**config.mk**
```make
export PLATFORM = sky130hd
export DESIGN_NAME = inv_mixcolumns
export DESIGN_NICKNAME = d
export VERILOG_FILES = /design/src/rtl/aes_pkg.sv /design/src/rtl/inv_mixcolumn_col.sv /design/src/rtl/inv_mixcolumns.sv
export SDC_FILE = /design/constraint.sdc
export NUM_CORES = 1
export LEC_CHECK = 0
export CORE_UTILIZATION = 48
export CTS_CLUSTER_DIAMETER = 150
export CTS_CLUSTER_SIZE = 16
export DETAILED_ROUTE_END_ITERATION = 8
export PLACE_DENSITY = 0.84
export SETUP_SLACK_MARGIN = 0.02
export SLEW_MARGIN = 40
export SYNTH_ARGS = -nofsm -noshare
export SYNTH_HDL_FRONTEND = slang
export SYNTH_SLANG_ARGS = --single-unit
```
**constraint.sdc**
```tcl
create_clock -name clk -period 4 [get_ports clk]
set_input_delay 0.8 -clock clk [delete_from_list [all_inputs] [get_ports clk]]
set_output_delay 0.8 -clock clk [all_outputs]
set_load 0.01 [all_outputs]
```
**src/rtl/aes_pkg.sv**
```systemverilog
// Shared AES types, field-multiply helpers and FSM encoding for the AES datapath blocks.
// No ports. Used by inv_mixcolumn_col and inv_mixcolumns.
package aes_pkg;

   localparam int unsigned BYTE_W  = 8;
   localparam int unsigned COL_W   = 32;
   localparam int unsigned STATE_W = 128;

   typedef logic [BYTE_W-1:0]  byte_t;
   typedef logic [COL_W-1:0]   column_t;
   typedef logic [STATE_W-1:0] state_t;

   // Low byte of the AES reduction polynomial x^8+x^4+x^3+x+1
   localparam byte_t AES_POLY = 8'h1B;

   typedef enum logic [1:0] {
      ST_IDLE = 2'd0,
      ST_BUSY = 2'd1,
      ST_DONE = 2'd2
   } fsm_e;

   // Multiply by x in GF(2^8)
   function automatic byte_t xtime(input byte_t b);
      return {b[6:0], 1'b0} ^ (b[7] ? AES_POLY : 8'h00);
   endfunction

   function automatic byte_t gmul9(input byte_t b);
      byte_t x2, x4, x8;
      x2 = xtime(b);
      x4 = xtime(x2);
      x8 = xtime(x4);
      return x8 ^ b;
   endfunction

   function automatic byte_t gmul11(input byte_t b);
      byte_t x2, x4, x8;
      x2 = xtime(b);
      x4 = xtime(x2);
      x8 = xtime(x4);
      return x8 ^ x2 ^ b;
   endfunction

   function automatic byte_t gmul13(input byte_t b);
      byte_t x2, x4, x8;
      x2 = xtime(b);
      x4 = xtime(x2);
      x8 = xtime(x4);
      return x8 ^ x4 ^ b;
   endfunction

   function automatic byte_t gmul14(input byte_t b);
      byte_t x2, x4, x8;
      x2 = xtime(b);
      x4 = xtime(x2);
      x8 = xtime(x4);
      return x8 ^ x4 ^ x2;
   endfunction

endpackage

```
**src/rtl/inv_mixcolumn_col.sv**
```systemverilog
// Combinational InvMixColumns on one 32-bit column (row r = bits [8r+7:8r]).
// Ports: col_i  - input column
//        col_o  - transformed column
module inv_mixcolumn_col
   import aes_pkg::*;
(
   input  column_t col_i,
   output column_t col_o
);

   byte_t a0, a1, a2, a3;

   assign a0 = col_i[7:0];
   assign a1 = col_i[15:8];
   assign a2 = col_i[23:16];
   assign a3 = col_i[31:24];

   // Circulant {14,11,13,9} matrix row by row
   assign col_o[7:0]   = gmul14(a0) ^ gmul11(a1) ^ gmul13(a2) ^ gmul9(a3);
   assign col_o[15:8]  = gmul9(a0)  ^ gmul14(a1) ^ gmul11(a2) ^ gmul13(a3);
   assign col_o[23:16] = gmul13(a0) ^ gmul9(a1)  ^ gmul14(a2) ^ gmul11(a3);
   assign col_o[31:24] = gmul11(a0) ^ gmul13(a1) ^ gmul9(a2)  ^ gmul14(a3);

endmodule

```
**src/rtl/inv_mixcolumns.sv**
```systemverilog
// Iterative InvMixColumns(in ^ key) with level-held start/finish handshake.
// Ports: clk           - clock, rising edge
//        rst           - asynchronous reset, active low
//        start         - level request, held until finish is seen
//        in, key       - state and round key, sampled on the capture edge
//        finish        - result valid while start is still high
//        invmixcolumns - result register
// Macro INV_MIXCOLUMNS_UNROLL_EN: four column instances, all columns in one BUSY edge.
module inv_mixcolumns
   import aes_pkg::*;
(
   input  logic               clk,
   input  logic               rst,
   input  logic               start,
   input  logic [STATE_W-1:0] in,
   input  logic [STATE_W-1:0] key,
   output logic               finish,
   output logic [STATE_W-1:0] invmixcolumns
);

   fsm_e        state_q, state_d;
   state_t      work_q, work_d;
   state_t      result_q, result_d;
   logic [1:0]  col_q, col_d;
   logic        finish_q, finish_d;
   logic        last_col;

`ifdef INV_MIXCOLUMNS_UNROLL_EN
   state_t      all_cols;

   // All four columns transformed in parallel
   for (genvar c = 0; c < 4; c++) begin : g_col
      inv_mixcolumn_col u_col (
         .col_i (work_q[c*COL_W +: COL_W]),
         .col_o (all_cols[c*COL_W +: COL_W])
      );
   end

   assign last_col = 1'b1;
`else
   column_t     col_in, col_out;

   // Single shared column instance, column selected by the counter
   assign col_in = work_q[{col_q, 5'd0} +: COL_W];

   inv_mixcolumn_col u_col (
      .col_i (col_in),
      .col_o (col_out)
   );

   assign last_col = (col_q == 2'd3);
`endif

   // State and datapath registers
   always_ff @(posedge clk or negedge rst) begin
      if (!rst) begin
         state_q  <= ST_IDLE;
         work_q   <= '0;
         result_q <= '0;
         col_q    <= 2'd0;
         finish_q <= 1'b0;
      end else begin
         state_q  <= state_d;
         work_q   <= work_d;
         result_q <= result_d;
         col_q    <= col_d;
         finish_q <= finish_d;
      end
   end

   // Next-state logic; dropping start anywhere returns to IDLE
   always_comb begin
      state_d = state_q;
      unique case (state_q)
         ST_IDLE: if (start) state_d = ST_BUSY;
         ST_BUSY: begin
            if (!start)        state_d = ST_IDLE;
            else if (last_col) state_d = ST_DONE;
         end
         ST_DONE: if (!start) state_d = ST_IDLE;
         default: state_d = ST_IDLE;
      endcase
   end

   // Datapath and registered-output next values
   always_comb begin
      work_d   = work_q;
      result_d = result_q;
      col_d    = col_q;
      finish_d = finish_q;
      unique case (state_q)
         ST_IDLE: begin
            finish_d = 1'b0;
            if (start) begin
               work_d = in ^ key;
               col_d  = 2'd0;
            end
         end
         ST_BUSY: begin
            // Aborting edge writes nothing; earlier columns are kept
            if (start) begin
`ifdef INV_MIXCOLUMNS_UNROLL_EN
               result_d = all_cols;
`else
               result_d[{col_q, 5'd0} +: COL_W] = col_out;
`endif
               col_d = col_q + 2'd1;
               if (last_col) finish_d = 1'b1;
            end
         end
         ST_DONE: if (!start) finish_d = 1'b0;
         default: finish_d = 1'b0;
      endcase
   end

   assign finish        = finish_q;
   assign invmixcolumns = result_q;

endmodule
```
# Word level (Yosys, flattened, before mapping)
# Index checks and enable logic that the tools add are counted.
[classes]
addsub = 2
eq_ne = 8
shift = 3
muxes = 25
bitwise = 49
n_reduce_logical = 7
[op_table]
columns = ["cell", "count"]
rows = [
  ["8-bit XOR", 48],
  ["128-bit bitwise mux", 1],
  ["32-bit by 9-bit variable shift with 128-bit output (first input constant)", 1],
  ["128-bit by 8-bit indexed part select with 32-bit output", 1],
  ["32-bit by 9-bit indexed part select with 128-bit output", 1],
  ["128-bit XOR", 1],
  ["5-bit two-way mux", 12],
  ["2-bit two-way mux", 6],
  ["7-bit negation with 9-bit output", 1],
  ["3-bit AND reduction", 3],
  ["2-bit != test (second input constant)", 4],
  ["2-bit one-hot mux with 3 select lines", 1],
  ["2-bit == test (second input constant)", 2],
  ["2-bit one-hot mux with 2 select lines", 1],
  ["2-bit AND reduction", 2],
  ["1-bit two-way mux", 3],
  ["3-bit != test (second input constant)", 1],
  ["2-bit by 1-bit adder with 2-bit output (second input constant)", 1],
  ["2-bit by 1-bit == test with 1-bit output (second input constant)", 1],
  ["2-bit zero test", 1],
  ["1-bit one-hot mux with 2 select lines", 1],
  ["2-bit nonzero test", 1],
]
[word_totals]
register_bits = 261
inputBits = 259
out_inout_bits = 129
elab_cells = 99

# Longest topological paths before layout
# Gate-level depths: netlist (run 1).
[logic_depth]
ltp_word = 14
mapped_depth = 10
mapped_depth_nobuf = 6

# By module
# Synthesis (run 1) repeated with hierarchy kept, for this count alone.
[unflattened]
cells_unflattened = 1114
area_unflattened_um2 = 13564.3
[by_module_without_submodules]
columns = ["module", "instances", "cells_each", "area_each_um2", "seq_area_each_um2"]
rows = [
  ["inv_mixcolumns", 1, 901, 11314.6, 6531.3],
  ["inv_mixcolumn_col", 1, 213, 2249.7, 0.0],
]

# Worst setup path after synthesis (run 1)
# Ideal clock, no wire load.
[synth_path]
path_kind = "reg2reg"
startpoint = "register col_q[0]"
endpoint = "register result_q[4], in the netlist invmixcolumns[4]"
setup_ps = 86
arrival_time_ps = 2949
required_time_ps = 3914
slack_ps = 965
stages_incl_launch_ff = 9
n_path_buf = 2
period_less_slack_ps = 3035
cell_sequence = "dfrtp_1 > buf_6 > mux4_2 > buf_2 > xor2_1 > xnor3_1 > xor2_1 > xnor3_1 > o21ai_0"
[synth_between]
elab_chain_len = 12
elab_cells_between_ends = 65
classes_between = "add/sub: 1; shift: 3; mux: 13; bitwise: 48"
[synth_lines]
columns = ["item", "line_no", "source"]
rows = [
  ["from (decl)", "inv_mixcolumns.sv:24", "logic [1:0] col_q, col_d;"],
  ["from (signal assigned)", "inv_mixcolumns.sv:66", "col_q <= col_d;"],
  ["128-bit by 8-bit indexed part select with 32-bit output", "inv_mixcolumns.sv:44", "assign col_in = work_q[{col_q, 5'd0} +: COL_W];"],
  ["8-bit XOR or 5-bit two-way mux (tied branches) (2 in series)", "aes_pkg.sv:24", "return {b[6:0], 1'b0} ^ (b[7] ? AES_POLY : 8'h00);"],
  ["5-bit two-way mux or 8-bit XOR (tied branches)", "aes_pkg.sv:24", ""],
  ["8-bit XOR", "aes_pkg.sv:24", ""],
  ["8-bit XOR (on tied branches)", "aes_pkg.sv:48, aes_pkg.sv:56, aes_pkg.sv:40", ""],
  ["8-bit XOR (on tied branches)", "aes_pkg.sv:56, aes_pkg.sv:40, aes_pkg.sv:48", ""],
  ["8-bit XOR (on tied branches) (3 in series)", "n/a", ""],
  ["32-bit by 9-bit indexed part select with 128-bit output", "inv_mixcolumns.sv:105", "result_d[{col_q, 5'd0} +: COL_W] = col_out;"],
  ["128-bit bitwise mux *", "inv_mixcolumns.sv:105", ""],
  ["to (signal assigned)", "inv_mixcolumns.sv:65", "result_q <= result_d;"],
  ["to (decl)", "inv_mixcolumns.sv:23", "state_t result_q, result_d;"],
]
# Every way passes the cells marked *; elsewhere a longest branch is shown, timed or not.
# A chain may end at the register's enable or synchronous reset.

# Worst setup path in the final report (run 1)
[layout_path]
startpoint = "register col_q[0]"
endpoint = "register result_q[13], in the netlist invmixcolumns[13]"
# The elaborated chain is that of the path after synthesis.

==> results of run 1 <==
## cell families (layout without fill, tap and decap cells)
kind of cell               after synthesis  in the layout  synth area share [%]
AOI/OAI and AO/OA                      261            261                  10.3
adders and majority gates                6              6                 0.564
buffers and inverters                   69            443                  2.36
DFF                                    261            261                  49.0
xor gates and xnor gates               315            315                  24.6
and+or+nand+nor                        264            264                  7.65
muxes                                   33             33                  5.50
other                                    0              3                     0
## sequential cells by signal, indices dropped and copies added, names as in the netlist
register       count
state_q            2
col_q              2
finish             1
work_q           128
invmixcolumns    128
## synth_stat cells (all sizes together), types with 2 or more instances
cell type / instances / area share [%]
a22o: 16 / 1.1
xor3: 2 / 0.36
buf: 18 / 0.92
nor3: 3 / 0.11
clkbuf: 48 / 1.4
xor2: 36 / 2.4
or3: 3 / 0.14
dfrtp: 261 / 49
nand4: 2 / 0.094
inv: 3 / 0.085
mux4: 32 / 5.4
nand2b: 3 / 0.14
nand2: 120 / 3.4
ha: 6 / 0.56
a21oi: 130 / 4.9
nor2: 132 / 3.7
o21ai: 113 / 4.2
xnor2: 248 / 17
xnor3: 29 / 4.9
## layout make-up
type                    instances  area, um2  share of cell area [%]
multi-input cells             879       6480                    35.5
diodes                          3       7.51                  0.0411
flip-flops and latches        261       6530                    35.8
inverters                       3       11.3                  0.0616
clock buffers                  22        529                    2.90
clock inverters                 1       16.3                  0.0890
repair buffers                417       4220                    23.1
well taps                     372        465                    2.55
## where the power goes
part / switching, W / total [W] / internal, W
Combinational: 0.00600 / 0.0109 / 0.00495
Clock: 0.000903 / 0.00184 / 0.000938
Sequential: 0.000462 / 0.00376 / 0.00330
Total: 0.00736 / 0.0165 / 0.00919
## placed cells by master (no fill, tap or decap), types with 2 or more instances in the layout
master and instances:
xnor3_2 2, dfrtp_2 2, o21ai_1 9, clkdlybuf4s50_1 386
dfrtp_1 259, inv_1 3, nor2_1 131, buf_4 22
a22o_1 16, nand4_1 2, or3_2 3, nor3_1 3
a21oi_1 130, ha_1 6, nand2_1 120, buf_12 6
buf_16 2, xnor3_1 27, xor2_1 35, o21ai_0 104
xor3_1 2, diode_2 3, xnor2_2 8, mux4_2 32
clkbuf_16 21, nand2b_1 3, xnor2_1 239
## path summary, 6_finish.rpt
check	to	slack, ns	cells after the start
setup / recovery	invmixcolumns[13]	0.41	7
hold / removal	invmixcolumns[127]	0.20	1
setup reg to reg	invmixcolumns[13]	0.41	7
hold reg to reg	invmixcolumns[121]	0.48	2
max in group asynchronous	invmixcolumns[110]	2.74	3
min in group clk	invmixcolumns[121]	0.48	2
## stage by stage
| stage | hold WS, ns | power [W] |
|---|---|---|
| 3_3_place_gp | 0.462 | 0.0145 |
| 3_5_place_dp | 0.469 | 0.0147 |
| 6_report | 0.199 | 0.0165 |
| 2_1_floorplan | 0.479 | 0.0109 |
| 5_1_grt | 0.224 | 0.0174 |
| 4_1_cts | 0.203 | 0.0166 |
## routing by layer
metal | global-route usage (%) | wire (um) | vias to the layer above
li1 | - | - | 4782
met1 | 37.4 | 16200 | 5118
met2 | 48.6 | 20100 | 420
met3 | 4.42 | 2440 | 62
met4 | 7.51 | 913 | 0
met5 | 0 | 0 | -
==> impl_metrics.ini, run 1 <==
[grt]
antenna_found_initial = 2
grt_pass1_wl_um = 60600
gr-total-overflow = 0
grt_max_degree = 77
grt_usage_pct = 28.3
grt_pass1_vias = 10579

[yosys]
async_reset_ff_share_pct = 100
synthCells = 1209
synth_edf_count = 0
ys_types = 31
yosysWarnings = 0
avgSynthCellArea_um2 = 11.0
synth_seq_cells = 261
seq_area_frac_synth_pct = 49.0
ys.flop_type = dfrtp_1
synth_nets = 1474
netlist_area_um2 = 13300

[die]
core_um2 = 27100
start_util_pct = 49.1
fp.dieW_um = 169
die_h_um = 169
rows = 60
dieArea_um2 = 28400
io_pins = 388

[placement]
pre_cts_ws_ns = 0.404
dp_hpwl_um = 31100
dp_cells = 1932
placed_cell_area_um2 = 17700
port_buffers = 387
gp_congestion = 0.910

[setup_path]
path_common_cell = xor2_1
worst-path-max-fanout = 19
crit_path_start = col_q[0]
cp-start-kind = flip-flop
crit_family = XOR/XNOR gates
cp_slowest_cell = mux4_2
worstPathCellList = buf_4 -> mux4_2 -> xor2_1 -> xnor3_1 -> xnor2_1 -> xor2_1 -> o21ai_0
worstSetupPathType = flip-flop to flip-flop
cp-end-kind = flip-flop
critPathRequiredTime_ns = 4.36
cp_slowest_stage_delay_ns = 0.71
critPathBufInv = 1
reg2reg_from = col_q[0]
worstPathArrival_ns = 3.95

[cells_and_area]
fin_nets = 1847
drive_gt1_share_pct = 6.57
nFillCells = 2048
fin_cells = 1958
post-route-cell-area_um2 = 18300
areaGrowthSynthToFinish_pct = 37.2
post-route-util_pct = 67.4

[status]
status = complete, no violations

[detailed_routing]
wl_um = 39700
wl_per_cell_um = 20.3
avgViaCountPerCell = 5.30
drtAntennaViolNets = 0
drcViolationCount = 0
vias = 10382
drtPass1Iterations = 7
drt_iter0_drc = 893

[timing]
finalHoldViolCount = 0
finalClockSkew_ns = 0.0149
fin_crit_ns = 3.59
rsz0062_at_grt = no
drv_slew = 0
setup_tns_ns = 0
min_period_over_period_pct = 89.7
max-slew-margin-rel_pct = 59.1
worstMarginPinSlew_ns = 0.610
setup_ws_ns = 0.411
setup_viol = 0
timing.fmax_mhz = 279

[clock_tree]
cts_hold_buf = 0
cts_resized = 0
cts_root_buffer = clkbuf_16
cts_max_level = 1
cts_max_path_buffers = 3
tritoncts = done
postCtsSetupBuffers = 0
clk_latency_ns = 0.51
cts.sinks = 261
cts_buffers = 20
path_clk_slew_ns = 0.07

[flow_run]
cap_violations = 0

[worst_hold_path]
hold_path.class = input pin to asynchronous set/reset pin

[power]
vdd.ir_drop.worst_mv = 0.775
power-per-cell-area_nw_per_um2 = 906
p_leak_nw = 7.37
Power figures use the tool's default switching activity.
==> run 2, diff against run 1 <==
--- a/config.mk
+++ b/config.mk
@@ -9,6 +9,7 @@
 export CTS_CLUSTER_DIAMETER = 150
 export CTS_CLUSTER_SIZE = 16
 export DETAILED_ROUTE_END_ITERATION = 8
+export HOLD_SLACK_MARGIN = 0.02
 export PLACE_DENSITY = 0.84
 export SETUP_SLACK_MARGIN = 0.02
 export SLEW_MARGIN = 40
==> results of run 2 <==
The final DEF is identical to that of run 1; final timing and power are the same.
